## src/rtl/dmem_arbiter.sv

```systemverilog
// Arbiter for the single-port data memory: the MEM stage has priority, and the external
// loader/debug port is guaranteed a forced slot after MAX_WAIT consecutive blocked cycles.
module dmem_arbiter #(
    parameter int WORD_LENGTH    = 8,
    parameter int ADDRESS_LENGTH = 8,
    parameter int MAX_WAIT       = 4
) (
    input  logic                      clk,
    input  logic                      rst,
    input  logic                      cpu_read,
    input  logic                      cpu_write,
    input  logic [ADDRESS_LENGTH-1:0] cpu_address,
    input  logic [WORD_LENGTH-1:0]    cpu_wdata,
    output logic [WORD_LENGTH-1:0]    cpu_rdata,
    output logic                      cpu_stall,
    input  logic                      ext_valid,
    input  logic                      ext_write,
    input  logic [ADDRESS_LENGTH-1:0] ext_address,
    input  logic [WORD_LENGTH-1:0]    ext_wdata,
    output logic                      ext_ready,
    output logic                      ext_rvalid,
    output logic [WORD_LENGTH-1:0]    ext_rdata,
    output logic [ADDRESS_LENGTH-1:0] mem_address,
    output logic [WORD_LENGTH-1:0]    mem_wdata,
    output logic                      mem_read,
    output logic                      mem_write,
    input  logic [WORD_LENGTH-1:0]    mem_rdata
);

    localparam int CNT_W = $clog2(MAX_WAIT + 1);
    localparam logic [CNT_W-1:0] WAIT_LAST = CNT_W'(MAX_WAIT - 1);

    typedef enum logic {
        CPU_OWN,
        FORCE_EXT
    } state_t;

    state_t           state;
    logic [CNT_W-1:0] wait_cnt;
    logic             cpu_req;
    logic             cpu_grant;
    logic             ext_grant;

    // Grants are combinational so the ext port sees ext_ready in the cycle it is served.
    assign cpu_req   = cpu_read | cpu_write;
    assign ext_grant = ~rst & ext_valid & ((state == FORCE_EXT) | ~cpu_req);
    assign cpu_grant = ~rst & cpu_req & (state == CPU_OWN);

    assign ext_ready = ext_grant;
    assign cpu_stall = ~rst & cpu_req & (state == FORCE_EXT);
    assign cpu_rdata = mem_rdata;

    // A simultaneous CPU read+write is illegal; the write wins and the read strobe is dropped.
    assign mem_address = ext_grant ? ext_address : cpu_address;
    assign mem_wdata   = ext_grant ? ext_wdata : cpu_wdata;
    assign mem_write   = ext_grant ? ext_write : (cpu_grant & cpu_write);
    assign mem_read    = ext_grant ? ~ext_write : (cpu_grant & cpu_read & ~cpu_write);

    always_ff @(posedge clk or posedge rst) begin
        if (rst) begin
            state      <= CPU_OWN;
            wait_cnt   <= '0;
            ext_rvalid <= 1'b0;
            ext_rdata  <= '0;
        end else begin
            ext_rvalid <= ext_grant & ~ext_write;
            if (ext_grant & ~ext_write) begin
                ext_rdata <= mem_rdata;
            end
            case (state)
                CPU_OWN: begin
                    if (ext_valid & cpu_req) begin
                        if (wait_cnt == WAIT_LAST) begin
                            state    <= FORCE_EXT;
                            wait_cnt <= '0;
                        end else begin
                            wait_cnt <= wait_cnt + CNT_W'(1);
                        end
                    end else begin
                        wait_cnt <= '0;
                    end
                end
                FORCE_EXT: begin
                    // The forced slot lasts one cycle so the CPU is never stalled twice in a row.
                    state    <= CPU_OWN;
                    wait_cnt <= '0;
                end
                default: begin
                    state    <= CPU_OWN;
                    wait_cnt <= '0;
                end
            endcase
        end
    end

endmodule
```

## config.mk

```make
export PLATFORM = sky130hd
export DESIGN_NAME = dmem_arbiter
export DESIGN_NICKNAME = d
export VERILOG_FILES = /design/src/rtl/dmem_arbiter.sv
export SDC_FILE = /design/constraint.sdc
export NUM_CORES = 1
export LEC_CHECK = 0
export ABC_AREA = 0
export CORE_MARGIN = 2
export CORE_UTILIZATION = 33
export CTS_BUF_LIST = sky130_fd_sc_hd__clkbuf_8
export DETAILED_ROUTE_END_ITERATION = 6
export GPL_TIMING_DRIVEN = 0
export PLACE_DENSITY = 0.94
export SLEW_MARGIN = 20
export SYNTH_ARGS = -nofsm -noshare
export SYNTH_HDL_FRONTEND = slang
export SYNTH_SLANG_ARGS = --single-unit
```

## constraint.sdc

```tcl
create_clock -name clk -period 2.85 [get_ports clk]
set_clock_uncertainty 0.1 [all_clocks]
set_input_delay 0.57 -clock clk [delete_from_list [all_inputs] [get_ports clk]]
set_output_delay 0.57 -clock clk [all_outputs]
set_load 0.03 [all_outputs]
```

==> metrics.md <==
| Metric | Value |
|---|---|
| Status | `completed` |
| Die Span Y | `55.1 um` |
| N_diodes | `0` |
| Max_slew headroom | `0.773` |
| CTS tree | `built` |
| GRT overflow | `0` |
| Cells after synthesis | `68` |
| Post-layout min period | `2.77 ns` |
| First-pass GRT wire length | `3.67 mm` |
| Crit path from | `rst` |
| Detail-routed via count per cell | `4.66` |
| Ratio of final minimum period to clock period | `0.972` |
| Design Power | `0.734 mW` |
| DP Area | `0.00172 mm^2` |
| CP max FO | `10` |
| Die X | `55.1 um` |
| Required @ worst endpoint | `2.18 ns` |
| Gr usage total | `0.171` |
| Max Clk Rate | `361 MHz` |
| Final wirelength | `2.77 mm` |
| # nets final | `203` |
| Die ar. | `0.00304 mm^2` |
| RSZ-0062 raised after global routing | `false` |
| Hold crit path type | `flop to flop` |
| Crit Path Class | `input pin to output pin` |
| Critical path capture point type | `output pin` |
| Max-capacitance violation count | `0` |
| Syn Area/Cell | `12.7 um^2` |
| Filler cells | `184` |
| Tightest Pin Transition | `0.339 ns` |
| Max-slew violations | `0` |
| Routed Antenna Nets | `0` |
| Netlist cell types | `20` |
| Net Count, Synth | `115` |
| TritonCTS Buffers | `3` |
| Final setup margin | `0.0803 ns` |
| Port bufs | `82` |
| Number of I/O pins | `83` |
| Clock buffer depth | `2` |
| Total number of H-tree levels | `1` |
| Count of final hold-check violations | `0` |
| Hold path start | `wait_cnt[0]` |
| Post-synthesis cell area | `862 um^2` |
| Vias in the first global route | `818` |
| 1st-pass router iterations | `4` |
| Share of cells above drive strength 1 | `0.277` |
| Leakage power | `0.816 nW` |
| FF-to-FF Start | `state` |
| Drt drc | `0` |
| Pre-CTS setup slack | `-0.748 ns` |
| DR WL/cell | `15.0 um` |
| CORE AREA | `0.00248 mm^2` |
| Worst setup SP type | `input pin` |
| Initial Utilization | `0.348` |
| Synthesis Warnings | `0` |
| Worst skew pair latency | `0.24 ns` |
| CTS Root Buffer Type | `clkbuf_8` |
| Design area | `0.00175 mm^2` |
| Cell Pwr Density | `419 mW/mm^2` |
| Maximum VDD drop | `430 uV` |
| Setup-failing EPs final | `0` |
| Initial antenna violation count | `0` |
| Critical Path AT | `2.10 ns` |
| Area growth, synth to finish | `103%` |
| Routability congestion estimate | `0.658` |
| Detailed Place HPWL | `2.38 mm` |
| Clock Sinks | `13` |
| Std-Cell Rows | `18` |
| Worst-path clk slew | `0.05 ns` |
| Total number of vias | `863` |
| Pin count of the biggest net entering global routing | `14` |
| Register area share after synthesis | `0.377` |
| DRT iter0 DRCs | `6` |
| FF+latch count, synth | `13` |
==> cell families (layout without fill, tap and decap cells) <==
logic type                 after synthesis  after routing  synth area share
DFF                                     13             13             0.377
AOI/OAI and AO/OA                        4              4            0.0523
buffers and inverters                   13            100             0.100
adders and majority gates                1              1            0.0145
muxes                                   24             24             0.353
and+or+nand+nor                         13             13             0.103
==> power by group <==
| group | switching [mW] | internal (mW) |
|---|---|---|
| registers | 0.0140 | 0.215 |
| logic | 0.168 | 0.177 |
| clock network | 0.0644 | 0.0950 |
==> per-stage QoR <==
step            util  TNS [ns]  instances  hold slack (ns)
3_3_place_gp   0.694    -10.02        180            0.325
5_1_grt        0.707         0        185            0.367
6_report       0.707         0        185            0.352
3_5_place_dp   0.694    -11.58        180            0.343
4_1_cts        0.707         0        185            0.351
2_1_floorplan      -         0         68            0.316
==> final timing paths <==
check / to / slack, ns / cells after the start
max in group asynchronous: ext_rvalid / 1.97 / 3
min in group asynchronous: ext_rdata[2] / 0.52 / 3
worst min-delay path: wait_cnt[0] / 0.35 / 1
worst max register to register: ext_rdata[2] / 1.47 / 3
worst max-delay path: mem_wdata[3] / 0.08 / 6
worst min register to register: wait_cnt[0] / 0.35 / 1
==> timing repair <==
item	CTS	global route
setup buffers	1	0
hold buffers	0	0
setup endpoints to repair	19	0
gates resized for setup	25	0
==> worst max-delay path: stages <==
cell and delay [ns]:
dlygate4sd2_1 0.34, clkinvlp_4 0.17, nand3_4 0.15, buf_6 0.19, mux2_4 0.30, dlygate4sd2_1 0.36
==> sequential cells by signal, summed over array words and instances (netlist names) <==
signal and flops:
ext_rdata 8, wait_cnt 3, ext_rvalid 1, state 1
==> layout by cell type, fill, tap and decap left out, types with 2 or more instances in the layout <==
cell type / n
buf_4: 9
clkbuf_8: 3
clkdlybuf4s50_1: 60
dfrtp_1: 13
dlygate4sd2_1: 21
inv_1: 4
mux2_2: 15
mux2_4: 9
nor2_1: 4
nor3b_1: 2
==> cell type report <==
| class | count | area, um^2 | share of cell area |
|---|---|---|---|
| Inverter | 4 | 18.8 | 0.0107 |
| Multi-Input combinational cell | 42 | 450 | 0.257 |
| Buffer | 9 | 71.3 | 0.0407 |
| Clock buffer | 3 | 41.3 | 0.0236 |
| Clock inverter | 1 | 3.75 | 0.00214 |
| Tap cell | 30 | 37.5 | 0.0214 |
| Sequential cell | 13 | 325 | 0.186 |
| Timing Repair Buffer | 83 | 803 | 0.459 |
==> cell usage after synthesis <==
cell      count  share of area
mux2_2       15           0.20
dfrtp_1      13           0.38
mux2_4        9           0.16
buf_4         8          0.070
inv_1         4          0.017
nor2_1        4          0.017
nor3b_1       2          0.017
a32oi_1       1          0.010
and4_1        1          0.010
buf_6         1          0.013
ha_1          1          0.015
nand2_1       1         0.0043
nand2b_1      1         0.0073
nand3_2       1          0.012
nand3_4       1          0.020
nor3_1        1         0.0058
o21ba_2       1          0.012
o21bai_4      1          0.022
o31ai_1       1         0.0087
or2b_1        1         0.0087
==> per-layer routing <==
metal	vias up	wire, um	GRT usage
li1	410	-	-
met1	401	960	0.176
met2	50	1330	0.313
met3	2	450	0.0672
met5	-	0	0
met4	0	23	0.0528
Power figures use the tool's default switching activity.
==> edit 1, RTL diff (same flow settings) <==
Change the parameter `WORD_LENGTH` from 8 to 4.
--- a/src/rtl/dmem_arbiter.sv
+++ b/src/rtl/dmem_arbiter.sv
@@ -2,5 +2,5 @@
 // loader/debug port is guaranteed a forced slot after MAX_WAIT consecutive blocked cycles.
 module dmem_arbiter #(
-    parameter int WORD_LENGTH    = 8,
+    parameter int WORD_LENGTH    = 4,
     parameter int ADDRESS_LENGTH = 8,
     parameter int MAX_WAIT       = 4
Interface: changed (6 resized); port bits go from 83 to 59. The function was not compared with the original's and may differ.
==> edit 1 against the unedited design <==
- total power fell by 30%
- setup slack got worse by 0.027 ns
- register-to-register slack got worse by 0.03 ns
- cell area fell by 25%
- sequential cell count fell by 4
- routed wire length fell by 27%
- core utilization fell by 1.8 points
- area after synthesis fell by 25%
- final cell count fell by 23%
- synthesized cell count fell by 24%
- first-iteration DRC count fell by 100%
- largest power group unchanged
==> edit 1: results (changes against the unedited design) <==
{| class="wikitable"
! Metric !! Value
|-
| Non-Clock Inverter Count || 3 (-1)
|-
| Via count of the first global-routing pass || 625 (-24%)
|-
| Placed cell areas || 1260 µm² (-27%)
|-
| Fraction of the mapped netlist area in compound gates || 8.12% (+2.9 points)
|-
| Slowest stage cell on the critical path || sky130_fd_sc_hd__clkdlybuf4s50_1
|-
| Fraction of area in non-clock buffers || 47.5% (-2.5 points)
|-
| Sequential area share after synthesis || 34.8% (-2.9 points)
|-
| Syn nets || 87 (-24%)
|-
| Buffers excl. clock || 64 (-30%)
|-
| Layout cells sized above 1 || 33.9% (+6.2 points)
|-
| Total area of multi-input combinational cells || 369 µm² (-18%)
|-
| List of most frequent post-synthesis cells || 9 x sky130_fd_sc_hd__dfrtp_1, 9 x sky130_fd_sc_hd__mux2_4, 7 x sky130_fd_sc_hd__mux2_2, 4 x sky130_fd_sc_hd__buf_4
|-
| Highest layer used for signal routing || met3
|-
| Final cell count without fillers || 142 (-23%)
|-
| Buffers added on ports || 58 (-29%)
|-
| IR drop worst, VDD || 0.252 mV (-41%)
|-
| Final layout net count || 151 (-26%)
|-
| Final core utilization || 68.9% (-1.8 points)
|-
| Number of inserted filler cells in the final layout || 142 (-23%)
|-
| Source-to-sink clock delay at the later pin of the worst-skew pair || 0.22 ns (-0.02 ns)
|-
| Area share of fa/ha/maj cells after synthesis || 1.93% (+0.48 points)
|-
| Routed length per placed instance || 14.2 µm (-4.8%)
|-
| Worst max-slew margin expressed relative to the limit || 78.4% (+1.1 points)
|-
| Routed metal-1 wirelength || 593 µm (-38%)
|-
| H-tree Lvls || 1 (unchanged)
|-
| Status || completed
|-
| Setup slack at placement || -0.532 ns (+0.215 ns)
|-
| Number of vias after detailed routing || 649 (-25%)
|-
| Number of core rows || 16 (-2)
|-
| Count of mapped cells out of synthesis || 52 (-24%)
|-
| Initial DRC Count || 0 (-6)
|-
| Cell types with the largest area share after synthesis || sky130_fd_sc_hd__dfrtp_1 35%, sky130_fd_sc_hd__mux2_4 21%, sky130_fd_sc_hd__mux2_2 12%, sky130_fd_sc_hd__buf_4 4.6%, sky130_fd_sc_hd__o21bai_4 2.9%
|-
| Number of distinct library cells after synthesis || 21 (+5.0%)
|-
| Leak pwr || 0.630 nW (-23%)
|-
| Worst stage delay on the critical path || 0.49 ns (+0.13 ns)
|-
| Maximum number of pins on one net before global-route repair || 11 (-3)
|-
| Mux contribution to synthesized area || 33.1% (-2.2 points)
|-
| Met2 GRT Util || 34.7% (+3.4 points)
|-
| Global-route track usage on met1 || 12.2% (-5.5 points)
|-
| Total global-route track usage || 15.7% (-1.3 points)
|-
| Clock network area share || 3.44% (+0.87 points)
|-
| HPWL after detailed placement || 1800 µm (-24%)
|-
| Total length of routed met3 wires || 330 µm (-27%)
|-
| Number of optimization iterations in the first detailed-route pass || 1 (-3)
|-
| Multi-input combinational gate total || 35 (-17%)
|-
| Wire length on met2 || 1100 µm (-18%)
|}
## edit 1: worst paths after layout
path	from	slack (ns)	to	cells after the start
hold / removal	wait_cnt[0]$_DFF_PP0_	0.34	wait_cnt[0]$_DFF_PP0_	1
hold reg to reg	wait_cnt[0]$_DFF_PP0_	0.34	wait_cnt[0]$_DFF_PP0_	1
setup reg to reg	state$_DFF_PP0_	1.44	ext_rdata[1]$_DFFE_PP0P_	3
setup / recovery	cpu_write	0.05	mem_address[4]	6
min in group asynchronous	rst	0.52	ext_rvalid$_DFF_PP0_	3
max in group asynchronous	rst	2.00	wait_cnt[1]$_DFF_PP0_	3
## edit 1: where the power goes
part           internal [mW]  leakage, nW  total [mW]  switching, mW
Clock                 0.0932       0.0269       0.137         0.0434
Combinational          0.118        0.486       0.224          0.106
Sequential             0.145        0.117       0.153        0.00820
## edit 1: what timing repair did
item | in CTS | in global routing
resized for setup | 35 | 5
buffers inserted | 1 | 0
endpoints found under the setup margin | 16 | 9
pin swaps | 0 | 0
hold buffers | 0 | 0
==> edit 2, RTL diff (same flow settings) <==
Without the edit above. Make the reset (`rst`) synchronous in one clocked block.
--- a/src/rtl/dmem_arbiter.sv
+++ b/src/rtl/dmem_arbiter.sv
@@ -57,5 +57,5 @@
     assign mem_read    = ext_grant ? ~ext_write : (cpu_grant & cpu_read & ~cpu_write);
 
-    always_ff @(posedge clk or posedge rst) begin
+    always_ff @(posedge clk) begin
         if (rst) begin
             state      <= CPU_OWN;
Formal check against the unedited RTL: differs if rst is asserted again (counterexample within 4 cycles, from zero or initial values and one cycle with rst high); with rst held inactive, the same outputs for 10 cycles.
==> edit 2 against the unedited design <==
- cell area fell by 0.64%
- synthesized cell count rose by 15%
- total power fell by 24%
- setup slack improved by 0.017 ns
- sequential power fell by 18%
- area after synthesis rose by 2.8%
- highest routed layer unchanged
- critical endpoint is now mem_read
- routed wire length rose by 8.6%
- sequential cell count did not move
- critical path depth did not move
- non-clock buffer count rose by 1
==> edit 2: results (changes against the unedited design) <==
{| class="wikitable"
! Metric !! Value
|-
| Hold Crit Endpoint || wait_cnt[0]$_SDFF_PP0_
|-
| Sequential area share after synthesis || 29.4% (-8.4 points)
|-
| Most instantiated flip-flop cell in the synthesis netlist || sky130_fd_sc_hd__dfxtp_1
|-
| Via-to-Cell Ratio || 4.53 (-3.0%)
|-
| Total global-route track usage || 19.5% (+2.5 points)
|-
| Transition time of the tightest slew-check pin || 0.332 ns (-0.00731 ns)
|-
| Layout cells sized above 1 || 31.1% (+3.4 points)
|-
| Status || completed
|-
| # Post-CTS Setup Buffers || 0 (-1)
|-
| Number of inserted filler cells in the final layout || 202 (+9.8%)
|-
| HPWL after detailed placement || 2570 µm (+8.1%)
|-
| Via count of the first global-routing pass || 964 (+18%)
|-
| Cell types with the largest area share after synthesis || sky130_fd_sc_hd__dfxtp_1 29%, sky130_fd_sc_hd__mux2_4 29%, sky130_fd_sc_hd__mux2_2 8.9%, sky130_fd_sc_hd__buf_4 6.8%, sky130_fd_sc_hd__nor2b_1 5.6%
|-
| Final layout net count || 213 (+4.9%)
|-
| Critical path arrival || 2.08 ns (-0.02 ns)
|-
| List of most frequent post-synthesis cells || 17 x sky130_fd_sc_hd__mux2_4, 13 x sky130_fd_sc_hd__dfxtp_1, 8 x sky130_fd_sc_hd__buf_4, 8 x sky130_fd_sc_hd__nor2b_1, 7 x sky130_fd_sc_hd__mux2_2
|-
| Final Routed Wirelength || 3010 µm (+8.6%)
|-
| Syn nets || 126 (+9.6%)
|-
| Routed length per placed instance || 15.5 µm (+3.6%)
|-
| Start point of the worst hold path || wait_cnt[0]$_SDFF_PP0_
|-
| Switching part of the total power || 28.5% (-5.1 points)
|-
| Logic depth of the worst register-to-register path || 4 (+1)
|-
| CP startpoint || ext_valid
|-
| Synthesized area divided by synthesized cell count || 11.4 µm² (-10%)
|-
| Source of the worst register-to-register timing path || wait_cnt[0]$_SDFF_PP0_
|-
| Maximum number of pins on one net before global-route repair || 11 (-3)
|}
## edit 2: cell count changes in the layout (fill, tap and decap cells not counted), moves of 2 or more
cell                            delta
sky130_fd_sc_hd__mux2_4            +8
sky130_fd_sc_hd__dlygate4sd2_1    -10
sky130_fd_sc_hd__nor2b_1           +8
sky130_fd_sc_hd__dfrtp_1          -13
sky130_fd_sc_hd__buf_2             +9
sky130_fd_sc_hd__mux2_2            -8
sky130_fd_sc_hd__nor3b_1           -2
sky130_fd_sc_hd__dfxtp_1          +13
## edit 2: stage by stage
stage / setup WS [ns] / cell area, µm² / util, %
after floorplan: 0.614 / 886 / -
after global placement: -0.320 / 1740 / 69.8
after detailed placement: -0.358 / 1740 / 69.8
after CTS: 0.00913 / 1790 / 71.8
after global routing: 0.0501 / 1740 / 69.6
final: 0.0975 / 1740 / 69.6
## edit 2: how the worst max path moves through the flow
stage | to | slack (ns)
finish | mem_read | 0.1
global route | mem_read | 0.05
CTS | mem_wdata[4] | 0.009
detailed placement | mem_wdata[4] | -0.36
global placement | mem_wdata[4] | -0.32
floorplan | mem_read | 0.61
## edit 2: kinds of logic (layout without fill, tap and decap cells)
logic type	count (synthesis)	after routing	synth area share, %
AO/OA/AOI/OAI	3	3	3.96
adder cells (fa/ha/maj)	2	2	2.82
buffers and inverters	16	102	11.9
flip-flops	13	13	29.4
multiplexers	24	24	37.7
AND/OR/NAND/NOR	20	20	14.3
## edit 2: timing repair
item / CTS / global route
pin swaps: 0 / 0
setup endpoints to repair: 20 / 10
resized for setup: 40 / 19
hold endpoints to repair: 0 / 0
## edit 2: area by class of cell
type | instances | share of cell area, %
timing repair buffer | 82 | 43.9
sequential | 13 | 15.0
inverter | 5 | 1.08
tap | 30 | 2.16
multi-input combinational | 49 | 30.2
clock inverter | 1 | 0.288
buffer | 11 | 5.03
clock buffer | 3 | 2.37
## edit 2: worst max-delay path: stages
cell and delay [ns]:
sky130_fd_sc_hd__clkdlybuf4s50_1 0.51, sky130_fd_sc_hd__nor2b_4 0.21, sky130_fd_sc_hd__nand3b_1 0.11, sky130_fd_sc_hd__buf_6 0.17
sky130_fd_sc_hd__o31ai_1 0.08, sky130_fd_sc_hd__dlygate4sd2_1 0.44
## edit 2: per-layer routing
metal	vias up	part of all wire [%]	GRT usage [%]
met2	16	62	40.1
li1	431	-	-
met3	6	2.2	3.95
met1	425	35	18.7
met5	-	0	0
met4	0	1.4	6.80
## edit 2: power groups by stage
stage	Sequential, mW	Clock (mW)	Combinational (mW)
after floorplan	0.197	0	0.0985
after global placement	0.191	0	0.219
after detailed placement	0.192	0	0.224
after CTS	0.188	0.164	0.218
after global routing	0.188	0.176	0.220
final	0.188	0.159	0.211
